File: config.mk
export PLATFORM = sky130hd
export DESIGN_NAME = decap_packet_flat
export DESIGN_NICKNAME = d
export VERILOG_FILES = /design/src/rtl/router_pkg.sv /design/src/rtl/decap_packet_if.sv /design/src/rtl/chunk_tracker.sv /design/src/rtl/decap_packet.sv /design/src/flat_wrapper.sv
export SDC_FILE = /design/constraint.sdc
export NUM_CORES = 1
export LEC_CHECK = 0
export ABC_AREA = 1
export CORE_AREA = 2 2 438 440
export DETAILED_ROUTE_END_ITERATION = 10
export DIE_AREA = 0 0 440 442
export GPL_ROUTABILITY_DRIVEN = 1
export SETUP_SLACK_MARGIN = 0.15
export SYNTH_ARGS = -nofsm -noshare
export SYNTH_HDL_FRONTEND = slang
export SYNTH_SLANG_ARGS = --single-unit
File: constraint.sdc
create_clock -name clk -period 2.7 [get_ports clk]
set_clock_uncertainty 0.2 [all_clocks]
set_input_delay 0.54 -clock clk [delete_from_list [all_inputs] [get_ports clk]]
set_output_delay 0.54 -clock clk [all_outputs]
set_load 0.05 [all_outputs]
File: src/rtl/router_pkg.sv
// Shared definitions for the Aurora packet encap/decap path.
// Holds the link/DFX width constants, the header field offsets inside the
// 9-bit header, the size of the short final chunk, the decapsulator state
// enum and the stored header struct.
package router_pkg;
  localparam int DATA_WIDTH             = 1024;
  localparam int ADDR_WIDTH             = 10;
  localparam int DATA_DFX_WIDTH         = DATA_WIDTH + ADDR_WIDTH;
  localparam int RECOGNIZE_ROUTER_WIDTH = 2;
  localparam int NUMBER_PACKET          = 19;
  localparam int TTL_WIDTH              = $clog2(3);
  localparam int INDEX_WIDTH            = $clog2(NUMBER_PACKET);
  localparam int HEADER_WIDTH           = RECOGNIZE_ROUTER_WIDTH + INDEX_WIDTH + TTL_WIDTH;
  localparam int AURORA_DATA_WIDTH      = 64;
  localparam int PAYLOAD_WIDTH          = AURORA_DATA_WIDTH - HEADER_WIDTH;

  // Header bit offsets: [8:7] router id, [6:2] chunk index, [1:0] TTL.
  localparam int ROUTER_LSB = 7;
  localparam int INDEX_LSB  = 2;
  localparam int TTL_LSB    = 0;

  // The last chunk only carries what is left of the 1034-bit word.
  localparam int LAST_CHUNK_BITS = 44;

  typedef enum logic [1:0] {
    ST_IDLE,
    ST_COLLECT,
    ST_DONE
  } state_e;

  typedef struct packed {
    logic [RECOGNIZE_ROUTER_WIDTH-1:0] rid;
    logic [INDEX_WIDTH-1:0]            idx;
    logic [TTL_WIDTH-1:0]              ttl;
  } hdr_t;
endpackage

File: src/rtl/decap_packet_if.sv
// Bus bundle between the Aurora RX link, the decapsulator and the DFX
// receive logic.
//   data_out_port_0 / data_out_valid / ready_decap : link word in
//   data_dfx_recv / header_pkt_recv / dfx_recv_valid / dfx_recv_ready : frame out
//   err_index / err_router / err_overflow : one-cycle error pulses
// slave = the decapsulator, master = its environment.
interface decap_packet_if;
  import router_pkg::*;

  logic [AURORA_DATA_WIDTH-1:0] data_out_port_0;
  logic                         data_out_valid;
  logic                         ready_decap;
  logic [DATA_DFX_WIDTH-1:0]    data_dfx_recv;
  logic [HEADER_WIDTH-1:0]      header_pkt_recv;
  logic                         dfx_recv_valid;
  logic                         dfx_recv_ready;
  logic                         err_index;
  logic                         err_router;
  logic                         err_overflow;

  modport slave (
    input  data_out_port_0, data_out_valid, dfx_recv_ready,
    output ready_decap, data_dfx_recv, header_pkt_recv, dfx_recv_valid,
           err_index, err_router, err_overflow
  );

  modport master (
    output data_out_port_0, data_out_valid, dfx_recv_ready,
    input  ready_decap, data_dfx_recv, header_pkt_recv, dfx_recv_valid,
           err_index, err_router, err_overflow
  );
endinterface

File: src/rtl/chunk_tracker.sv
// Received-chunk bitmap for one frame.
//   clk, rst_n  : clock, async active-low reset
//   set_i/idx_i : mark chunk idx_i as received
//   clr_i       : clear the whole bitmap (frame handed off)
//   full_nxt_o  : bitmap would be all-ones after this cycle's set
module chunk_tracker
  import router_pkg::*;
(
  input  logic                   clk,
  input  logic                   rst_n,
  input  logic                   set_i,
  input  logic [INDEX_WIDTH-1:0] idx_i,
  input  logic                   clr_i,
  output logic                   full_nxt_o
);
  logic [NUMBER_PACKET-1:0] bits_q, bits_d, set_mask;

  always_comb begin
    set_mask = '0;
    for (int k = 0; k < NUMBER_PACKET; k++)
      if (set_i && idx_i == INDEX_WIDTH'(k)) set_mask[k] = 1'b1;
    // A duplicate index ORs into an already-set bit: bitmap unchanged.
    bits_d     = clr_i ? '0 : (bits_q | set_mask);
    full_nxt_o = &(bits_q | set_mask);
  end

  always_ff @(posedge clk or negedge rst_n)
    if (!rst_n) bits_q <= '0;
    else        bits_q <= bits_d;
endmodule

File: src/rtl/decap_packet.sv
// Reassembles 19 Aurora words (9-bit header + 55-bit chunk) into one
// 1034-bit DFX word and hands it off with its header over valid/ready.
//   clk, rst_n : clock, async active-low reset
//   bus        : decap_packet_if.slave (link in, frame out, error pulses)
module decap_packet
  import router_pkg::*;
(
  input  logic           clk,
  input  logic           rst_n,
  decap_packet_if.slave  bus
);
  state_e                              state_q, state_d;
  logic [DATA_DFX_WIDTH-1:0]           data_q;
  hdr_t                                hdr_q;
  logic [HEADER_WIDTH-1:0]             hdr_w;
  logic [RECOGNIZE_ROUTER_WIDTH-1:0]   rid_w;
  logic [INDEX_WIDTH-1:0]              idx_w;
  logic [TTL_WIDTH-1:0]                ttl_w;
  logic [PAYLOAD_WIDTH-1:0]            pay_w;
  logic accept, idx_ok, rid_ok, store, hshake, full_nxt;
  logic err_index_q, err_index_d;
  logic err_router_q, err_router_d;
  logic err_overflow_q, err_overflow_d;

  assign hdr_w = bus.data_out_port_0[AURORA_DATA_WIDTH-1 -: HEADER_WIDTH];
  assign pay_w = bus.data_out_port_0[PAYLOAD_WIDTH-1:0];
  assign rid_w = hdr_w[ROUTER_LSB +: RECOGNIZE_ROUTER_WIDTH];
  assign idx_w = hdr_w[INDEX_LSB  +: INDEX_WIDTH];
  assign ttl_w = hdr_w[TTL_LSB    +: TTL_WIDTH];

  chunk_tracker u_trk (
    .clk        (clk),
    .rst_n      (rst_n),
    .set_i      (store),
    .idx_i      (idx_w),
    .clr_i      (hshake),
    .full_nxt_o (full_nxt)
  );

  always_comb begin
    state_d        = state_q;
    accept         = bus.data_out_valid && (state_q != ST_DONE);
    idx_ok         = idx_w < INDEX_WIDTH'(NUMBER_PACKET);
    // The first word of a frame defines the router id, so IDLE never mismatches.
    rid_ok         = (state_q == ST_IDLE) || (rid_w == hdr_q.rid);
    store          = accept && idx_ok && rid_ok;
    hshake         = (state_q == ST_DONE) && bus.dfx_recv_ready;
    // Index error has priority over router error.
    err_index_d    = accept && !idx_ok;
    err_router_d   = accept && idx_ok && !rid_ok;
    err_overflow_d = bus.data_out_valid && (state_q == ST_DONE);
    case (state_q)
      ST_IDLE, ST_COLLECT: if (store) state_d = full_nxt ? ST_DONE : ST_COLLECT;
      ST_DONE:             if (hshake) state_d = ST_IDLE;
      default:             state_d = ST_IDLE;
    endcase
  end

  always_ff @(posedge clk or negedge rst_n)
    if (!rst_n) begin
      state_q        <= ST_IDLE;
      hdr_q          <= '0;
      err_index_q    <= 1'b0;
      err_router_q   <= 1'b0;
      err_overflow_q <= 1'b0;
    end else begin
      state_q        <= state_d;
      err_index_q    <= err_index_d;
      err_router_q   <= err_router_d;
      err_overflow_q <= err_overflow_d;
      // TTL follows the latest accepted word; index field is fixed to last chunk.
      if (store) hdr_q <= '{rid: rid_w, idx: INDEX_WIDTH'(NUMBER_PACKET-1), ttl: ttl_w};
    end

  // Data register is not cleared on handshake; each new frame overwrites it.
  always_ff @(posedge clk or negedge rst_n)
    if (!rst_n) data_q <= '0;
    else if (store) begin
      for (int k = 0; k < NUMBER_PACKET-1; k++)
        if (idx_w == INDEX_WIDTH'(k)) data_q[k*PAYLOAD_WIDTH +: PAYLOAD_WIDTH] <= pay_w;
      if (idx_w == INDEX_WIDTH'(NUMBER_PACKET-1))
        data_q[DATA_DFX_WIDTH-1 -: LAST_CHUNK_BITS] <= pay_w[LAST_CHUNK_BITS-1:0];
    end

  assign bus.ready_decap     = (state_q != ST_DONE);
  assign bus.dfx_recv_valid  = (state_q == ST_DONE);
  assign bus.data_dfx_recv   = data_q;
  assign bus.header_pkt_recv = hdr_q;
  assign bus.err_index       = err_index_q;
  assign bus.err_router      = err_router_q;
  assign bus.err_overflow    = err_overflow_q;
endmodule
File: src/flat_wrapper.sv
// flat-port wrapper written by rule: the top's interface ports become plain ports
module decap_packet_flat import router_pkg::*;
  (clk, rst_n, bus_data_out_port_0, bus_data_out_valid, bus_dfx_recv_ready, bus_ready_decap, bus_data_dfx_recv, bus_header_pkt_recv, bus_dfx_recv_valid, bus_err_index, bus_err_router, bus_err_overflow);
  decap_packet_if bus_i ();
  input  logic clk;
  input  logic rst_n;
  input wire logic [$bits(bus_i.data_out_port_0)-1:0] bus_data_out_port_0;
  input wire logic [$bits(bus_i.data_out_valid)-1:0] bus_data_out_valid;
  input wire logic [$bits(bus_i.dfx_recv_ready)-1:0] bus_dfx_recv_ready;
  output wire logic [$bits(bus_i.ready_decap)-1:0] bus_ready_decap;
  output wire logic [$bits(bus_i.data_dfx_recv)-1:0] bus_data_dfx_recv;
  output wire logic [$bits(bus_i.header_pkt_recv)-1:0] bus_header_pkt_recv;
  output wire logic [$bits(bus_i.dfx_recv_valid)-1:0] bus_dfx_recv_valid;
  output wire logic [$bits(bus_i.err_index)-1:0] bus_err_index;
  output wire logic [$bits(bus_i.err_router)-1:0] bus_err_router;
  output wire logic [$bits(bus_i.err_overflow)-1:0] bus_err_overflow;
  assign bus_i.data_out_port_0 = bus_data_out_port_0;
  assign bus_i.data_out_valid = bus_data_out_valid;
  assign bus_i.dfx_recv_ready = bus_dfx_recv_ready;
  assign bus_ready_decap = bus_i.ready_decap;
  assign bus_data_dfx_recv = bus_i.data_dfx_recv;
  assign bus_header_pkt_recv = bus_i.header_pkt_recv;
  assign bus_dfx_recv_valid = bus_i.dfx_recv_valid;
  assign bus_err_index = bus_i.err_index;
  assign bus_err_router = bus_i.err_router;
  assign bus_err_overflow = bus_i.err_overflow;
  decap_packet u_core (.clk(clk), .rst_n(rst_n), .bus(bus_i));
endmodule
* After elaboration in Yosys (flattened, before gate mapping) *
Index checks and enable logic that the tools add are counted.

storage, ports and cells
  register bits = 1063
  word-level logic and storage cells = 130
  output and inout bits = 1048

operators by class
  multiplexer cells = 24
  bitwise gates (word level) = 1
  reduce and logical (&&, ||, !) cells = 53
  eq/ne operators = 24
  magnitude comparators = 1

operators by type and width
  cell                count
  $eq 5x4->1 const B  8
  $reduce_and 2->1    20
  $logic_and 1x1->1   26
  $eq 5x3->1 const B  4
  $mux 1              19
  $mux 19             1
  $or 19x19->19       1
  $reduce_and 19->1   1
  $eq 5x5->1 const B  3
  $eq 5x2->1 const B  2
  $mux 2              3
  $eq 5x1->1 const B  1
  $logic_not 5->1     1
  $lt 5x5->1 const B  1
  $ne 2x2->1 const B  2
  $pmux 2 s2          1
  $eq 2x1->1 const B  1
  $eq 2x2->1          1
  $eq 2x2->1 const B  1
  $logic_not 1->1     2
  $logic_not 2->1     1
  $ne 2x1->1 const B  1
  $reduce_or 2->1     1
  $logic_or 1x1->1    1

* Depth between registers and ports, before layout *
  word-level depth = 11
  depth in mapped cells = 15

* Cells and area by module *
Synthesis repeated with hierarchy kept, for this count alone.

unflattened totals
  cell total of the unflattened synthesis = 4947
  area total of the unflattened synthesis = 44328.8 sq um

modules (own cells, without submodules)
  module         area each (sq um)  times used  seq. area each (sq um)  cells each
  decap_packet   43330.3            1           26125.1                 4807
  chunk_tracker  998.5              1           475.5                   140

* Worst setup path after synthesis *
OpenSTA, ideal clock, no wires.

  path kind = register to register
  from = register u_core.state_q[1]
  to = register u_core.data_q[930], in the netlist u_core.bus.data_dfx_recv[930]
  arrival time = 2070 ps
  buffers on the path = 3
  period minus slack after synthesis = 2401 ps
  library setup time = 130 ps
  setup slack = 299 ps
  stages on the path, launching flop included = 12
  cells stage by stage = dfrtp_1 -> nand2_1 -> nand2_1 -> a21oi_4 -> inv_2 -> a21oi_4 -> buf_6 -> nand2_2 -> buf_6 -> buf_6 -> nand2_1 -> o21ai_1

on the way
  word-level cells in the longest chain between the ends = 5
  elaborated cells on any way between the ends = 7
  classes of those cells = eq/ne (1); reduce/logical (6)

RTL lines
  item                               line                RTL
  from (decl)                        decap_packet.sv:12  state_e state_q, state_d;
  from (signal assigned)             decap_packet.sv:67  state_q <= state_d;
  $ne 2x2->1                         n/a
  named net bus_ready_decap          flat_wrapper.sv:10  output wire logic [$bits(bus_i.ready_decap)-1:0] bus_ready_decap;
  $logic_and 1x1->1                  decap_packet.sv:42  accept = bus.data_out_valid && (state_q != ST_DONE);
  $logic_and 1x1->1 (2 in a row)     decap_packet.sv:46  store = accept && idx_ok && rid_ok;
  $reduce_and 2->1 (no source line)  n/a
  to (signal, indexed assignment)    decap_packet.sv:80  if (idx_w == INDEX_WIDTH'(k)) data_q[k*PAYLOAD_WIDTH +: PAYLOAD_WIDTH] <= pay_w;
  to (signal, indexed assignment)    decap_packet.sv:82  data_q[DATA_DFX_WIDTH-1 -: LAST_CHUNK_BITS] <= pay_w[LAST_CHUNK_BITS-1:0];
  to (decl)                          decap_packet.sv:13  logic [DATA_DFX_WIDTH-1:0] data_q;

The timed path passes the listed nets, and every way through them passes these cells.
A chain may end at the register's enable or synchronous reset.

* Final worst setup path *
  from = register u_core.data_q[365], in the netlist u_core.bus.data_dfx_recv[365]
  to = output port bus_data_dfx_recv[365]

RTL lines
  item       line                RTL
  to (decl)  flat_wrapper.sv:11  output wire logic [$bits(bus_i.data_dfx_recv)-1:0] bus_data_dfx_recv;

No word-level cell between the ends.

==> results.cfg <==
[status]
run_status = complete, no violations

[critical_path]
path_class = register to primary output
cp.arrival_ps = 1730
regToRegSetupSlack_ps = 320
startpoint_type = register
reg2reg_to = u_core.bus.data_dfx_recv[622]
crit_path_end = bus_data_dfx_recv[365]
crit_path_cell_trace = dlygate4sd2_1
crit_fanout = 2
cp_num_buf_inv = 1
reg2reg_depth = 12
startpoint = u_core.bus.data_dfx_recv[365]
cp.depth = 1
critPathCaptureType = primary output
cp_top_family = buffers and inverters
required_ps = 1960
slowest_delay_ps = 620
reg2reg_from = u_core.bus.header_pkt_recv[8]
cp_slowest_cell = dlygate4sd2_1

[grt]
use_met1_pct = 20.9
grtUsageMet2_pct = 27.1
grt_max_degree = 83
grt_pass1_vias = 30700
grt-ovfl-total = 0
grt_pass1_wl_um = 233000
antenna_found_initial = 37
met3_usage_pct = 3.73
grt_use_total_pct = 16.7
grt.busiest_layer = met2

[synth]
yosys-top-cells-area = dfrtp_1, o21ai_0, nand2_1, clkbuf_1, buf_2
synth_top_area_share_pct = 69.9
synthCells = 3653
ys_seq_elements = 1063
yosysTopAreaCell = dfrtp_1
syn_area_per_cell_um2 = 10.4
syn-cell-area_um2 = 38100
ys_seq_area_share_pct = 69.9
synth_warnings = 0
synth.distinct_cells = 21

[pwr]
peakVddDrop_uv = 529
power.share.clock_pct = 34.5
p_int_mw = 30.2
switchingPower_mw = 17.6
combPwrFrac_pct = 26.2
seqPwrFrac_pct = 39.3
p_per_area_nw_per_um2 = 839
p_leak_nw = 30.0
power_mw = 47.8
p_sw_share_pct = 36.8

[flow_run]
maxCapViolations = 0

[cts]
cts-root-buf = clkbuf_16
clockBufferDepth = 3
clock_sinks = 1063
cts_tree = yes
clock_latency_ps = 750
htree_levels = 3
cts_made_buffers = 114
cts.clk_slew.worst_paths_ps = 60

[timing]
max_freq_ghz = 0.405
slew_headroom_pct = 56.7
fin_tns_setup_ps = 0
min_period_over_period_pct = 91.4
drv_slew = 0
tightestPinTransition_ps = 650
finalHoldViolations = 0
grt_setup_unrepaired = false
setup_viol = 0
min_period_ps = 2470

[routing]
vias = 31400
wirelength_um = 166000
wl_per_cell_um = 22.3
drt_iter0_drc = 2619
viasPerCell = 4.22
drc_errors = 0
firstDrtPassIters = 5
ant_nets = 0

[die]
rows = 160
core_um2 = 190000
dieArea_um2 = 194000
fp.dieH_um = 442
io_pins = 1116
start_util_pct = 20.1
die_x_um = 440

[finish]
multiInputGateArea_um2 = 10100
final_cell_mix = nand2_1, dfrtp_1, dlygate4sd2_1
final_common_cell = nand2_1
syn_to_final_growth_pct = 49.4
regArea_um2 = 26600
fill_cells = 19900
nets = 4912
drive_gt1_share_pct = 10.6

[placement]
hpwl_um = 120000
io_buffers = 1112
finalWeightedCongestion = 0.822

[worst_hold_path]
hp-class = input port to async pin
-- layout make-up --
class                      instances  share of cell area, %
clock buffer                     165                   5.95
clock inverter                    47                   1.08
inverter                          91                  0.600
antenna                            7                 0.0308
multi-input combinational       2212                   17.7
tap                             2511                   5.52
sequential                      1063                   46.7
timing repair buffer            1362                   22.4
-- per-layer routing --
layer	vias to the layer above	share of wire, %
met5	-	0.0066
met4	2	4.4
met3	308	7.4
met2	1328	47
met1	15500	41
li1	14300	-
-- cell families (layout without fill, tap and decap cells) --
logic type	count (synthesis)	after routing	synth area share, %
other cells	1	10	0.00985
simple gates	1151	1151	11.5
buf+inv	380	1665	4.31
compound gates	1058	1058	14.3
flops	1063	1063	69.9
-- power groups by stage --
| stage | registers (mW) | logic [mW] | clock network (mW) |
|---|---|---|---|
| after floorplan | 25.3 | 1.63 | 0 |
| after global placement | 19.0 | 13.7 | 0 |
| after detailed placement | 19.1 | 13.8 | 0 |
| after CTS | 18.7 | 12.6 | 16.9 |
| after global routing | 18.9 | 13.1 | 17.5 |
| final | 18.7 | 12.5 | 16.5 |
-- how the worst min path moves through the flow --
stage	slack (ps)	to
floorplan	40	u_core.bus.data_dfx_recv[0]
global placement	260	u_core.bus.data_dfx_recv[650]
detailed placement	270	u_core.bus.data_dfx_recv[880]
CTS	110	u_core.bus.data_dfx_recv[807]
global route	150	u_core.bus.data_dfx_recv[973]
finish	200	u_core.bus.data_dfx_recv[973]
-- per-stage QoR --
step	hold slack [ps]	worst slack, ps	area [µm²]	instances	util (%)
after floorplan	44.4	299	38100	3655	-
after global placement	265	-445	54100	7234	28.5
after detailed placement	270	-341	54100	7234	28.5
after CTS	110	39.6	56800	7447	30.0
after global routing	150	151	56900	7454	30.0
final	196	232	56900	7458	30.0
-- state kept, by name (all words and copies together), names as in the netlist --
register                    count
u_core.bus.data_dfx_recv     1034
u_core.u_trk.bits_q            19
u_core.bus.header_pkt_recv      5
u_core.state_q                  2
u_core.bus.err_index            1
u_core.bus.err_overflow         1
u_core.bus.err_router           1
-- synthesized netlist by cell type --
cell type / instances
nand2_1: 1091
dfrtp_1: 1063
o21ai_0: 977
clkbuf_1: 177
buf_2: 92
inv_1: 90
o21ai_2: 36
o21ai_1: 24
nand3_1: 22
nor2_1: 22
a21oi_1: 19
buf_6: 11
nor3_1: 9
buf_4: 5
buf_1: 4
nand2_2: 4
a21oi_4: 2
or2_2: 2
conb_1: 1
inv_2: 1
nor2_2: 1
-- timing repair --
| item | in CTS | in global routing |
|---|---|---|
| hold endpoints to repair | 153 | 0 |
| gates resized for setup | 1077 | 10 |
| hold buffers | 1 | 0 |
| setup buffers | 0 | 3 |
| pin swaps | 0 | 1 |
| gates cloned | 0 | 1 |
| setup endpoints to repair | 1044 | 8 |
No activity file was read; power rests on OpenSTA's default activity.
